**src/rtl/apb_master_bridge_if.sv**
```systemverilog
// Command/response handshake plus APB3 bus signals for apb_master_bridge.
// The master modport is the bridge's view; slave is the harness/peripheral side.
interface apb_master_bridge_if #(
  parameter int DATA_WIDTH = 32,
  parameter int ADDR_WIDTH = 8
);
  logic                  cmd_valid;
  logic                  cmd_ready;
  logic                  cmd_write;
  logic [ADDR_WIDTH-1:0] cmd_addr;
  logic [DATA_WIDTH-1:0] cmd_wdata;

  logic                  rsp_valid;
  logic                  rsp_ready;
  logic [DATA_WIDTH-1:0] rsp_rdata;
  logic                  rsp_err;
  logic                  rsp_timeout;

  logic                  psel;
  logic                  penable;
  logic                  pwrite;
  logic [ADDR_WIDTH-1:0] paddr;
  logic [DATA_WIDTH-1:0] pwdata;
  logic [DATA_WIDTH-1:0] prdata;
  logic                  pready;
  logic                  pslverr;

  modport master (
    input  cmd_valid, cmd_write, cmd_addr, cmd_wdata, rsp_ready,
    input  prdata, pready, pslverr,
    output cmd_ready, rsp_valid, rsp_rdata, rsp_err, rsp_timeout,
    output psel, penable, pwrite, paddr, pwdata
  );

  modport slave (
    output cmd_valid, cmd_write, cmd_addr, cmd_wdata, rsp_ready,
    output prdata, pready, pslverr,
    input  cmd_ready, rsp_valid, rsp_rdata, rsp_err, rsp_timeout,
    input  psel, penable, pwrite, paddr, pwdata
  );
endinterface

```
**src/rtl/apb_master_bridge.sv**
```systemverilog
// Single-outstanding APB3 initiator: accept -> SETUP -> ACCESS (waits on pready, optional timeout) -> RESP.
// Zero-wait response 3 cycles after accept; no new command until the held response is consumed.
module apb_master_bridge #(
  parameter int DATA_WIDTH     = 32,
  parameter int ADDR_WIDTH     = 8,
  parameter int TIMEOUT_CYCLES = 16
) (
  input  logic               pclk,
  input  logic               prst,
  apb_master_bridge_if.master bus
);

  localparam int CW = (TIMEOUT_CYCLES > 0) ? $clog2(TIMEOUT_CYCLES + 1) : 1;
  localparam logic [CW-1:0] LIMIT_M1 = CW'((TIMEOUT_CYCLES > 0) ? TIMEOUT_CYCLES - 1 : 0);

  typedef enum logic [1:0] {IDLE, SETUP, ACCESS, RESP} state_t;

  state_t                state, state_nxt;
  logic                  psel, psel_nxt;
  logic                  penable, penable_nxt;
  logic                  pwrite, pwrite_nxt;
  logic [ADDR_WIDTH-1:0] paddr, paddr_nxt;
  logic [DATA_WIDTH-1:0] pwdata, pwdata_nxt;
  logic                  rsp_valid, rsp_valid_nxt;
  logic [DATA_WIDTH-1:0] rsp_rdata, rsp_rdata_nxt;
  logic                  rsp_err, rsp_err_nxt;
  logic                  rsp_timeout, rsp_timeout_nxt;
  logic [CW-1:0]         cnt, cnt_nxt;
  logic                  timeout_hit;

  // This ACCESS cycle is the last one allowed with pready low.
  assign timeout_hit = (TIMEOUT_CYCLES > 0) && (cnt == LIMIT_M1);

  always_comb begin
    state_nxt       = state;
    psel_nxt        = psel;
    penable_nxt     = penable;
    pwrite_nxt      = pwrite;
    paddr_nxt       = paddr;
    pwdata_nxt      = pwdata;
    rsp_valid_nxt   = rsp_valid;
    rsp_rdata_nxt   = rsp_rdata;
    rsp_err_nxt     = rsp_err;
    rsp_timeout_nxt = rsp_timeout;
    cnt_nxt         = cnt;

    case (state)
      IDLE: begin
        if (bus.cmd_valid) begin
          // The APB output registers double as the command latch.
          state_nxt  = SETUP;
          psel_nxt   = 1'b1;
          pwrite_nxt = bus.cmd_write;
          paddr_nxt  = bus.cmd_addr;
          pwdata_nxt = bus.cmd_write ? bus.cmd_wdata : '0;
        end
      end
      SETUP: begin
        state_nxt   = ACCESS;
        penable_nxt = 1'b1;
      end
      ACCESS: begin
        if (bus.pready || timeout_hit) begin
          state_nxt     = RESP;
          rsp_valid_nxt = 1'b1;
          psel_nxt      = 1'b0;
          penable_nxt   = 1'b0;
          pwrite_nxt    = 1'b0;
          paddr_nxt     = '0;
          pwdata_nxt    = '0;
          cnt_nxt       = '0;
          // A ready on the limit cycle is a normal completion.
          if (bus.pready) begin
            rsp_err_nxt     = bus.pslverr;
            rsp_rdata_nxt   = pwrite ? '0 : bus.prdata;
            rsp_timeout_nxt = 1'b0;
          end else begin
            rsp_err_nxt     = 1'b1;
            rsp_rdata_nxt   = '0;
            rsp_timeout_nxt = 1'b1;
          end
        end else if (TIMEOUT_CYCLES > 0) begin
          cnt_nxt = cnt + 1'b1;
        end
      end
      RESP: begin
        if (bus.rsp_ready) begin
          state_nxt     = IDLE;
          rsp_valid_nxt = 1'b0;
        end
      end
      default: state_nxt = IDLE;
    endcase
  end

  always_ff @(posedge pclk or posedge prst) begin
    if (prst) begin
      state       <= IDLE;
      psel        <= 1'b0;
      penable     <= 1'b0;
      pwrite      <= 1'b0;
      paddr       <= '0;
      pwdata      <= '0;
      rsp_valid   <= 1'b0;
      rsp_rdata   <= '0;
      rsp_err     <= 1'b0;
      rsp_timeout <= 1'b0;
      cnt         <= '0;
    end else begin
      state       <= state_nxt;
      psel        <= psel_nxt;
      penable     <= penable_nxt;
      pwrite      <= pwrite_nxt;
      paddr       <= paddr_nxt;
      pwdata      <= pwdata_nxt;
      rsp_valid   <= rsp_valid_nxt;
      rsp_rdata   <= rsp_rdata_nxt;
      rsp_err     <= rsp_err_nxt;
      rsp_timeout <= rsp_timeout_nxt;
      cnt         <= cnt_nxt;
    end
  end

  assign bus.cmd_ready   = (state == IDLE) && !prst;
  assign bus.psel        = psel;
  assign bus.penable     = penable;
  assign bus.pwrite      = pwrite;
  assign bus.paddr       = paddr;
  assign bus.pwdata      = pwdata;
  assign bus.rsp_valid   = rsp_valid;
  assign bus.rsp_rdata   = rsp_rdata;
  assign bus.rsp_err     = rsp_err;
  assign bus.rsp_timeout = rsp_timeout;

endmodule

```
**src/flat_wrapper.sv**
```systemverilog
// flat-port wrapper written by rule: the top's interface ports become plain ports
module apb_master_bridge_flat 
#(
  parameter int DATA_WIDTH     = 32,
  parameter int ADDR_WIDTH     = 8,
  parameter int TIMEOUT_CYCLES = 16
)
  (pclk, prst, bus_cmd_valid, bus_cmd_write, bus_cmd_addr, bus_cmd_wdata, bus_rsp_ready, bus_prdata, bus_pready, bus_pslverr, bus_cmd_ready, bus_rsp_valid, bus_rsp_rdata, bus_rsp_err, bus_rsp_timeout, bus_psel, bus_penable, bus_pwrite, bus_paddr, bus_pwdata);
  apb_master_bridge_if #(.DATA_WIDTH(DATA_WIDTH), .ADDR_WIDTH(ADDR_WIDTH)) bus_i ();
  input  logic pclk;
  input  logic prst;
  input wire logic [$bits(bus_i.cmd_valid)-1:0] bus_cmd_valid;
  input wire logic [$bits(bus_i.cmd_write)-1:0] bus_cmd_write;
  input wire logic [$bits(bus_i.cmd_addr)-1:0] bus_cmd_addr;
  input wire logic [$bits(bus_i.cmd_wdata)-1:0] bus_cmd_wdata;
  input wire logic [$bits(bus_i.rsp_ready)-1:0] bus_rsp_ready;
  input wire logic [$bits(bus_i.prdata)-1:0] bus_prdata;
  input wire logic [$bits(bus_i.pready)-1:0] bus_pready;
  input wire logic [$bits(bus_i.pslverr)-1:0] bus_pslverr;
  output wire logic [$bits(bus_i.cmd_ready)-1:0] bus_cmd_ready;
  output wire logic [$bits(bus_i.rsp_valid)-1:0] bus_rsp_valid;
  output wire logic [$bits(bus_i.rsp_rdata)-1:0] bus_rsp_rdata;
  output wire logic [$bits(bus_i.rsp_err)-1:0] bus_rsp_err;
  output wire logic [$bits(bus_i.rsp_timeout)-1:0] bus_rsp_timeout;
  output wire logic [$bits(bus_i.psel)-1:0] bus_psel;
  output wire logic [$bits(bus_i.penable)-1:0] bus_penable;
  output wire logic [$bits(bus_i.pwrite)-1:0] bus_pwrite;
  output wire logic [$bits(bus_i.paddr)-1:0] bus_paddr;
  output wire logic [$bits(bus_i.pwdata)-1:0] bus_pwdata;
  assign bus_i.cmd_valid = bus_cmd_valid;
  assign bus_i.cmd_write = bus_cmd_write;
  assign bus_i.cmd_addr = bus_cmd_addr;
  assign bus_i.cmd_wdata = bus_cmd_wdata;
  assign bus_i.rsp_ready = bus_rsp_ready;
  assign bus_i.prdata = bus_prdata;
  assign bus_i.pready = bus_pready;
  assign bus_i.pslverr = bus_pslverr;
  assign bus_cmd_ready = bus_i.cmd_ready;
  assign bus_rsp_valid = bus_i.rsp_valid;
  assign bus_rsp_rdata = bus_i.rsp_rdata;
  assign bus_rsp_err = bus_i.rsp_err;
  assign bus_rsp_timeout = bus_i.rsp_timeout;
  assign bus_psel = bus_i.psel;
  assign bus_penable = bus_i.penable;
  assign bus_pwrite = bus_i.pwrite;
  assign bus_paddr = bus_i.paddr;
  assign bus_pwdata = bus_i.pwdata;
  apb_master_bridge #(.DATA_WIDTH(DATA_WIDTH), .ADDR_WIDTH(ADDR_WIDTH), .TIMEOUT_CYCLES(TIMEOUT_CYCLES)) u_core (.pclk(pclk), .prst(prst), .bus(bus_i));
endmodule
```
**config.mk**
```make
export PLATFORM = sky130hd
export DESIGN_NAME = apb_master_bridge_flat
export DESIGN_NICKNAME = d
export VERILOG_FILES = /design/src/rtl/apb_master_bridge_if.sv /design/src/rtl/apb_master_bridge.sv /design/src/flat_wrapper.sv
export SDC_FILE = /design/constraint.sdc
export NUM_CORES = 1
export LEC_CHECK = 0
export CAP_MARGIN = 20
export CORE_UTILIZATION = 41
export DETAILED_ROUTE_END_ITERATION = 8
export GPL_ROUTABILITY_DRIVEN = 0
export GPL_TIMING_DRIVEN = 0
export PLACE_DENSITY = 0.8
export SLEW_MARGIN = 5
export SYNTH_ARGS = -nofsm -noshare
export SYNTH_HDL_FRONTEND = slang
export SYNTH_SLANG_ARGS = --single-unit
```
**constraint.sdc**
```tcl
create_clock -name pclk -period 3.01 [get_ports pclk]
set_clock_uncertainty 0.15 [all_clocks]
set_input_delay 0.4515 -clock pclk [delete_from_list [all_inputs] [get_ports pclk]]
set_output_delay 0.4515 -clock pclk [all_outputs]
set_load 0.02 [all_outputs]
```
==> impl_metrics.yaml, run 1 <==
status:
  status: "completed"
cts:
  cts_num_sinks: 85
  htree_levels: 3
  root_buffer: "clkbuf_8"
  cts_tree: "yes"
  postCtsSetupRepairBufs: 0
  clkLatencyLatePin_ns: 0.35
  cts_hold_buf: 0
  clkTransAtPathRegs_ns: 0.08
  cts.repair.resized: 0
  cts_buffer_depth: 2
  numCtsBuffers: 9
placement:
  place_worst_setup_slack_ns: 0.556
  dp.cells: 557
  dp.final_hpwl_mm: 6.68
  port-buffer-count: 157
critical_path:
  worst_ep_required_time_ns: 2.41
  ff2ff_path_depth: 8
  r2r_slack_ns: 0.55
  slowest_delay_ns: 0.61
  cp_top_family: "buffers and inverters"
  startpoint_type: "register"
  crit_arrival_ns: 1.90
  slowest_stage: "clkdlybuf4s50_1"
  rr_startpoint: "u_core.cnt[0]"
  cp_cell_sequence: "inv_1 > ha_1 > nor2b_1 > clkdlybuf4s50_1"
  crit_buf_inv: 2
  critPathKind: "reg2out"
  r2r-end: "u_core.bus.rsp_rdata[1]"
  cp_max_fo: 4
  crit_path_end_kind: "primary output"
routing:
  drt-wirelength-per-cell_um: 15.5
  route.detailed.drc: 0
  drtIter0Drc: 111
  postRouteAntennaNets: 0
  drt_first_pass_iters: 4
  viasPerCell: 5.01
  via_count: 2871
  drt-total-wl_mm: 8.87
sta:
  fin_ws_ns: 0.510
  fin_hold_ws_ns: 0.304
  finalMaxSlewViolations: 0
  hold_violations: 0
  rsz0062_at_grt: "false"
  tightest_slew_ns: 0.445
  finalSetupViolCount: 0
  timing.fmax_mhz: 400
  max_slew_margin: 0.702
  period_minus_slack_ns: 2.50
  fin_crit_sh: 0.831
  finalSetupTns_ns: 0
global_route:
  globalRouteOverflowTotal: 0
  track_usage: 0.214
  grt_pass1_vias: 2911
  antenna_found_initial: 0
  grt_max_degree: 60
  grt_util_met2: 0.355
  busiest_layer: "met2"
  grt_pass1_wl_mm: 14.3
  grt_util_met1: 0.270
  grt_use_met3: 0.0537
logic_synthesis:
  syn_inst: 297
  synth_top_area_cell: "dfrtp_1"
  ys_warn_count: 0
  ys_ff_latch: 85
  syn_nets: 383
  synthTopCellsByArea: "dfrtp_1 (63%), a22o_1 (11%), nand2_1 (7.5%)"
  syn_avg_cell_area_um2: 11.5
  syn-cell-area_mm2: 0.00340
  ys_seq_area_frac: 0.625
  yosysUniqueCellTypes: 28
  synth_top_area_share: 0.625
layout:
  fin_util: 0.678
  areaGrowthSynthToFinish_pct: 57.2
  nets: 552
  num_antenna_cells: 0
  final_cells: 573
  fill_cells: 634
  layout-drive-gt1-share: 0.0764
die:
  ioPinCount: 158
  dieArea_mm2: 0.00867
  rows: 32
  core_area_mm2: 0.00789
  die_x_um: 93.1
  die_h_um: 93.1
  start_util: 0.431
power_and_ir_drop:
  power.leakage_nw: 2.42
  clkPwrFrac: 0.167
  seqPwrFrac: 0.351
  internal-power_mw: 3.20
  p_sw_frac: 0.379
  powerDensity_mw_per_mm2: 963
  p_comb_frac: 0.482
  p_sw_mw: 1.95
  peakVddDrop_v: 0.000491
hold_path:
  hp-class: "in2async"
job:
  max_cap_violations: 0
==> placed cells by master (no fill, tap or decap), drive strengths merged <==
master         instances
o211ai                 1
a21o                   3
a22o                  42
nor3b                  1
dfrtp                 85
nor2                   5
nor2b                  3
clkdlybuf4s50        157
nand3                  1
and3                   3
and2                   1
mux2i                  1
nand2b                 2
a21oi                  1
and3b                  1
clkbuf                18
bufinv                 1
nor3                   1
clkinvlp               1
nand2                 68
mux2                   2
ha                     7
buf                   15
or2                    1
or3b                   1
clkinv                 2
nand3b                 1
inv                    6
o21ai                 40
==> synthesized netlist by cell type <==
cell type and n:
and3_1 3, mux2_2 1, dfrtp_1 85, mux2i_1 1, inv_1 5, nor3b_1 1
and2_1 1, nand3_1 1, nor2_1 5, a21o_1 3, mux2_1 1, nor3_1 1
a22o_1 42, nand3b_1 1, nand2_1 68, nand2b_1 2, or2_2 1, or3b_4 1
o21ai_1 1, ha_1 7, a21oi_1 1, buf_6 8, and3b_1 1, clkbuf_1 7
buf_2 6, o211ai_2 1, nor2b_1 3, o21ai_0 39
==> worst reg2reg max path, delay by kind of cell (launching register included) <==
kind	cells	cell delay [ns]
AOI/OAI and AO/OA	2	0.43
adders and majority gates	2	0.47
buffers and inverters	2	0.65
DFF	1	0.41
and+or+nand+nor	2	0.29
==> kinds of logic after synthesis <==
group | share of synthesized area
simple gates | 0.112
compound gates | 0.179
flops | 0.625
buf+inv | 0.0486
fa+ha+maj | 0.0257
mux | 0.00956
==> power groups by stage <==
stage	logic [mW]	clock network (mW)	registers, mW
2_1_floorplan	0.852	0	2.29
3_3_place_gp	2.44	0	1.81
3_5_place_dp	2.50	0	1.83
4_1_cts	2.51	0.871	1.81
5_1_grt	2.67	0.927	1.86
6_report	2.48	0.859	1.81
==> metal layers <==
layer	vias to the layer above	part of all wire
li1	1357	-
met1	1398	0.42
met2	104	0.50
met3	12	0.058
met4	0	0.018
met5	-	0
==> cell type report <==
cell class                 instances  area, µm²  area share
clock inverter                     5       66.3      0.0124
tap                              102        128      0.0239
multi-input combinational        186       1110       0.207
buffer                            21        146      0.0274
sequential                        85       2130       0.398
inverter                           5       21.3     0.00398
timing repair buffer             158       1600       0.299
clock buffer                      11        151      0.0283
==> worst max-delay path by stage <==
| stage | startpoint | to | slack, ns | cells past startpoint |
|---|---|---|---|---|
| floorplan | prst | u_core.bus.paddr[0] | 0.22 | 1 |
| global placement | prst | u_core.bus.pwdata[11] | -1.11 | 2 |
| detailed placement | u_core.cnt[0] | u_core.bus.rsp_rdata[3] | 0.56 | 8 |
| CTS | u_core.state[0] | bus_cmd_ready | 0.50 | 4 |
| global route | u_core.cnt[0] | u_core.bus.rsp_rdata[1] | 0.29 | 8 |
| finish | u_core.state[0] | bus_cmd_ready | 0.51 | 4 |
==> registers in the layout, indices dropped and copies added, names as in the netlist, 2 cells and up <==
| register | count |
|---|---|
| u_core.state | 2 |
| u_core.bus.paddr | 8 |
| u_core.cnt | 5 |
| u_core.bus.rsp_rdata | 32 |
| u_core.bus.pwdata | 32 |
==> metrics by stage <==
step | instance area, µm² | power [mW]
floorplan | 3400 | 3.14
global placement | 5100 | 4.25
detailed placement | 5130 | 4.32
CTS | 5350 | 5.19
global route | 5350 | 5.46
finish | 5350 | 5.15
Power figures use the tool's default switching activity.
==> run 2, diff against run 1 <==
Clock period 3.01 ns to 2.43 ns, I/O delays scaled along.
==> impl_metrics.yaml, run 2 (same netlist as run 1, synthesis figures left out) <==
status:
  status: "completed"
cts:
  htree_levels: 3
  clkLatencyLatePin_ns: 0.34
  cts_num_sinks: 85
  root_buffer: "clkbuf_8"
  cts_buffer_depth: 2
  clkTransAtPathRegs_ns: 0.09
  postCtsSetupRepairBufs: 0
  numCtsBuffers: 9
  cts_tree: "yes"
layout:
  areaGrowthSynthToFinish_pct: 57.8
  layout-drive-gt1-share: 0.0826
  layout.cells.most_common_list: "clkdlybuf4s50_1 (156), dfrtp_1 (85), nand2_1 (68), a22o_1 (42), o21ai_0 (39)"
  final_cells: 574
  reg_top3: "u_core.bus.pwdata (32), u_core.bus.rsp_rdata (32), u_core.bus.paddr (8)"
  nets: 553
  num_antenna_cells: 0
  final_cell_area_mm2: 0.00537
  layout_commonest_cell: "clkdlybuf4s50_1"
  fill_cells: 627
  fin_util: 0.681
global_route:
  globalRouteOverflowTotal: 0
  track_usage: 0.217
  grt_pass1_wl_mm: 14.3
  grt_pass1_vias: 2878
  grt_max_degree: 38
  antenna_found_initial: 0
routing:
  drt-wirelength-per-cell_um: 16.1
  drtIter0Drc: 72
  viasPerCell: 5.07
  drt_first_pass_iters: 4
  via_count: 2908
  postRouteAntennaNets: 0
  route.detailed.drc: 0
  drt-total-wl_mm: 9.24
die:
  die_h_um: 93.1
  dieArea_mm2: 0.00867
  core_area_mm2: 0.00789
  rows: 32
  die_x_um: 93.1
  ioPinCount: 158
  start_util: 0.431
job:
  max_cap_violations: 0
power_and_ir_drop:
  p_sw_frac: 0.385
  internal-power_mw: 3.92
  p_comb_frac: 0.490
  seqPwrFrac: 0.354
  clkPwrFrac: 0.157
  peakVddDrop_v: 0.000676
  powerDensity_mw_per_mm2: 1190
  power.leakage_nw: 2.42
  p_sw_mw: 2.45
sta:
  rsz0062_at_grt: "false"
  timing.fmax_mhz: 431
  finalSetupTns_ns: 0
  fin_crit_sh: 0.956
  tightest_slew_ns: 0.544
  max_slew_margin: 0.637
  hold_violations: 0
  period_minus_slack_ns: 2.32
  finalMaxSlewViolations: 0
  finalSetupViolCount: 0
critical_path:
  startpoint_type: "register"
  cp_max_fo: 5
  worst_ep_required_time_ns: 2.51
  r2r-end: "u_core.state[1]"
  crit_end: "u_core.state[1]"
  crit_arrival_ns: 2.41
  rr_startpoint: "u_core.cnt[0]"
  critPathKind: "reg2reg"
  ff2ff_path_depth: 6
  crit_path_end_kind: "register"
  r2r_slack_ns: 0.11
  startpoint: "u_core.cnt[0]"
placement:
  dp.cells: 558
  dp.final_hpwl_mm: 6.80
  port-buffer-count: 157
  place_area_mm2: 0.00514
hold_path:
  hp-class: "in2async"
-- run 2: cell types whose count changed in the layout (fill, tap and decap cells not counted), sizes merged --
cell           delta
clkbuf            -1
clkdlybuf4s50     -1
clkinv            +2
dlygate4sd2       +1
clkinvlp          +1
inv               -1
-- run 2: worst max-delay path, cell delays in order (launching register included) --
cell and delay (ns):
dfrtp_1 0.41, ha_1 0.22, and3_1 0.19, ha_1 0.27, or3b_4 0.46, and3_1 0.20, mux2_1 0.31
-- run 2: worst min path at each step --
| stage | cells past startpoint | from | slack, ns | to |
|---|---|---|---|---|
| floorplan | 1 | bus_pready | 0.32 | u_core.bus.rsp_timeout |
| global placement | 2 | u_core.bus.rsp_rdata[2] | 0.31 | u_core.bus.rsp_rdata[2] |
| detailed placement | 2 | u_core.bus.rsp_err | 0.32 | u_core.bus.rsp_err |
| CTS | 2 | prst | 0.30 | u_core.bus.rsp_rdata[22] |
| global route | 2 | prst | 0.32 | u_core.bus.rsp_rdata[22] |
| finish | 2 | prst | 0.29 | u_core.bus.rsp_rdata[22] |
-- run 2: power by group through the flow --
stage | registers (mW) | clock network [mW] | logic (mW)
floorplan | 2.83 | 0 | 1.06
global placement | 2.24 | 0 | 3.03
detailed placement | 2.27 | 0 | 3.10
CTS | 2.25 | 1.02 | 3.11
global route | 2.31 | 1.08 | 3.34
finish | 2.25 | 0.997 | 3.12
-- run 2: per-layer routing --
metal,wire length [µm],global-route usage,vias to the layer above
met5,0,0,-
met4,314,0.104,0
met3,486,0.0463,23
met2,4590,0.355,108
met1,3850,0.273,1403
li1,-,-,1374
-- run 2: what timing repair did --
item,CTS,global route
hold buffers,0,0
gates resized for setup,2,6
endpoints found under the setup margin,21,30
-- run 2: layout make-up --
cell class	count	area, µm²	share of cell area
Clock buffer	9	124	0.0231
Tap cell	102	128	0.0238
Timing Repair Buffer	159	1610	0.300
Multi-Input combinational cell	186	1130	0.210
Buffer	21	153	0.0284
Inverter	5	22.5	0.00420
Clock inverter	7	73.8	0.0138
Sequential cell	85	2130	0.396
-- run 2: through the flow --
stage | hold slack (ns) | setup slack [ns] | power, mW
5_1_grt | 0.324 | 0.00850 | 6.74
2_1_floorplan | 0.325 | 0.275 | 3.89
6_report | 0.289 | 0.107 | 6.36
3_3_place_gp | 0.311 | -0.0289 | 5.26
4_1_cts | 0.297 | 0.0312 | 6.38
3_5_place_dp | 0.321 | -0.0733 | 5.36
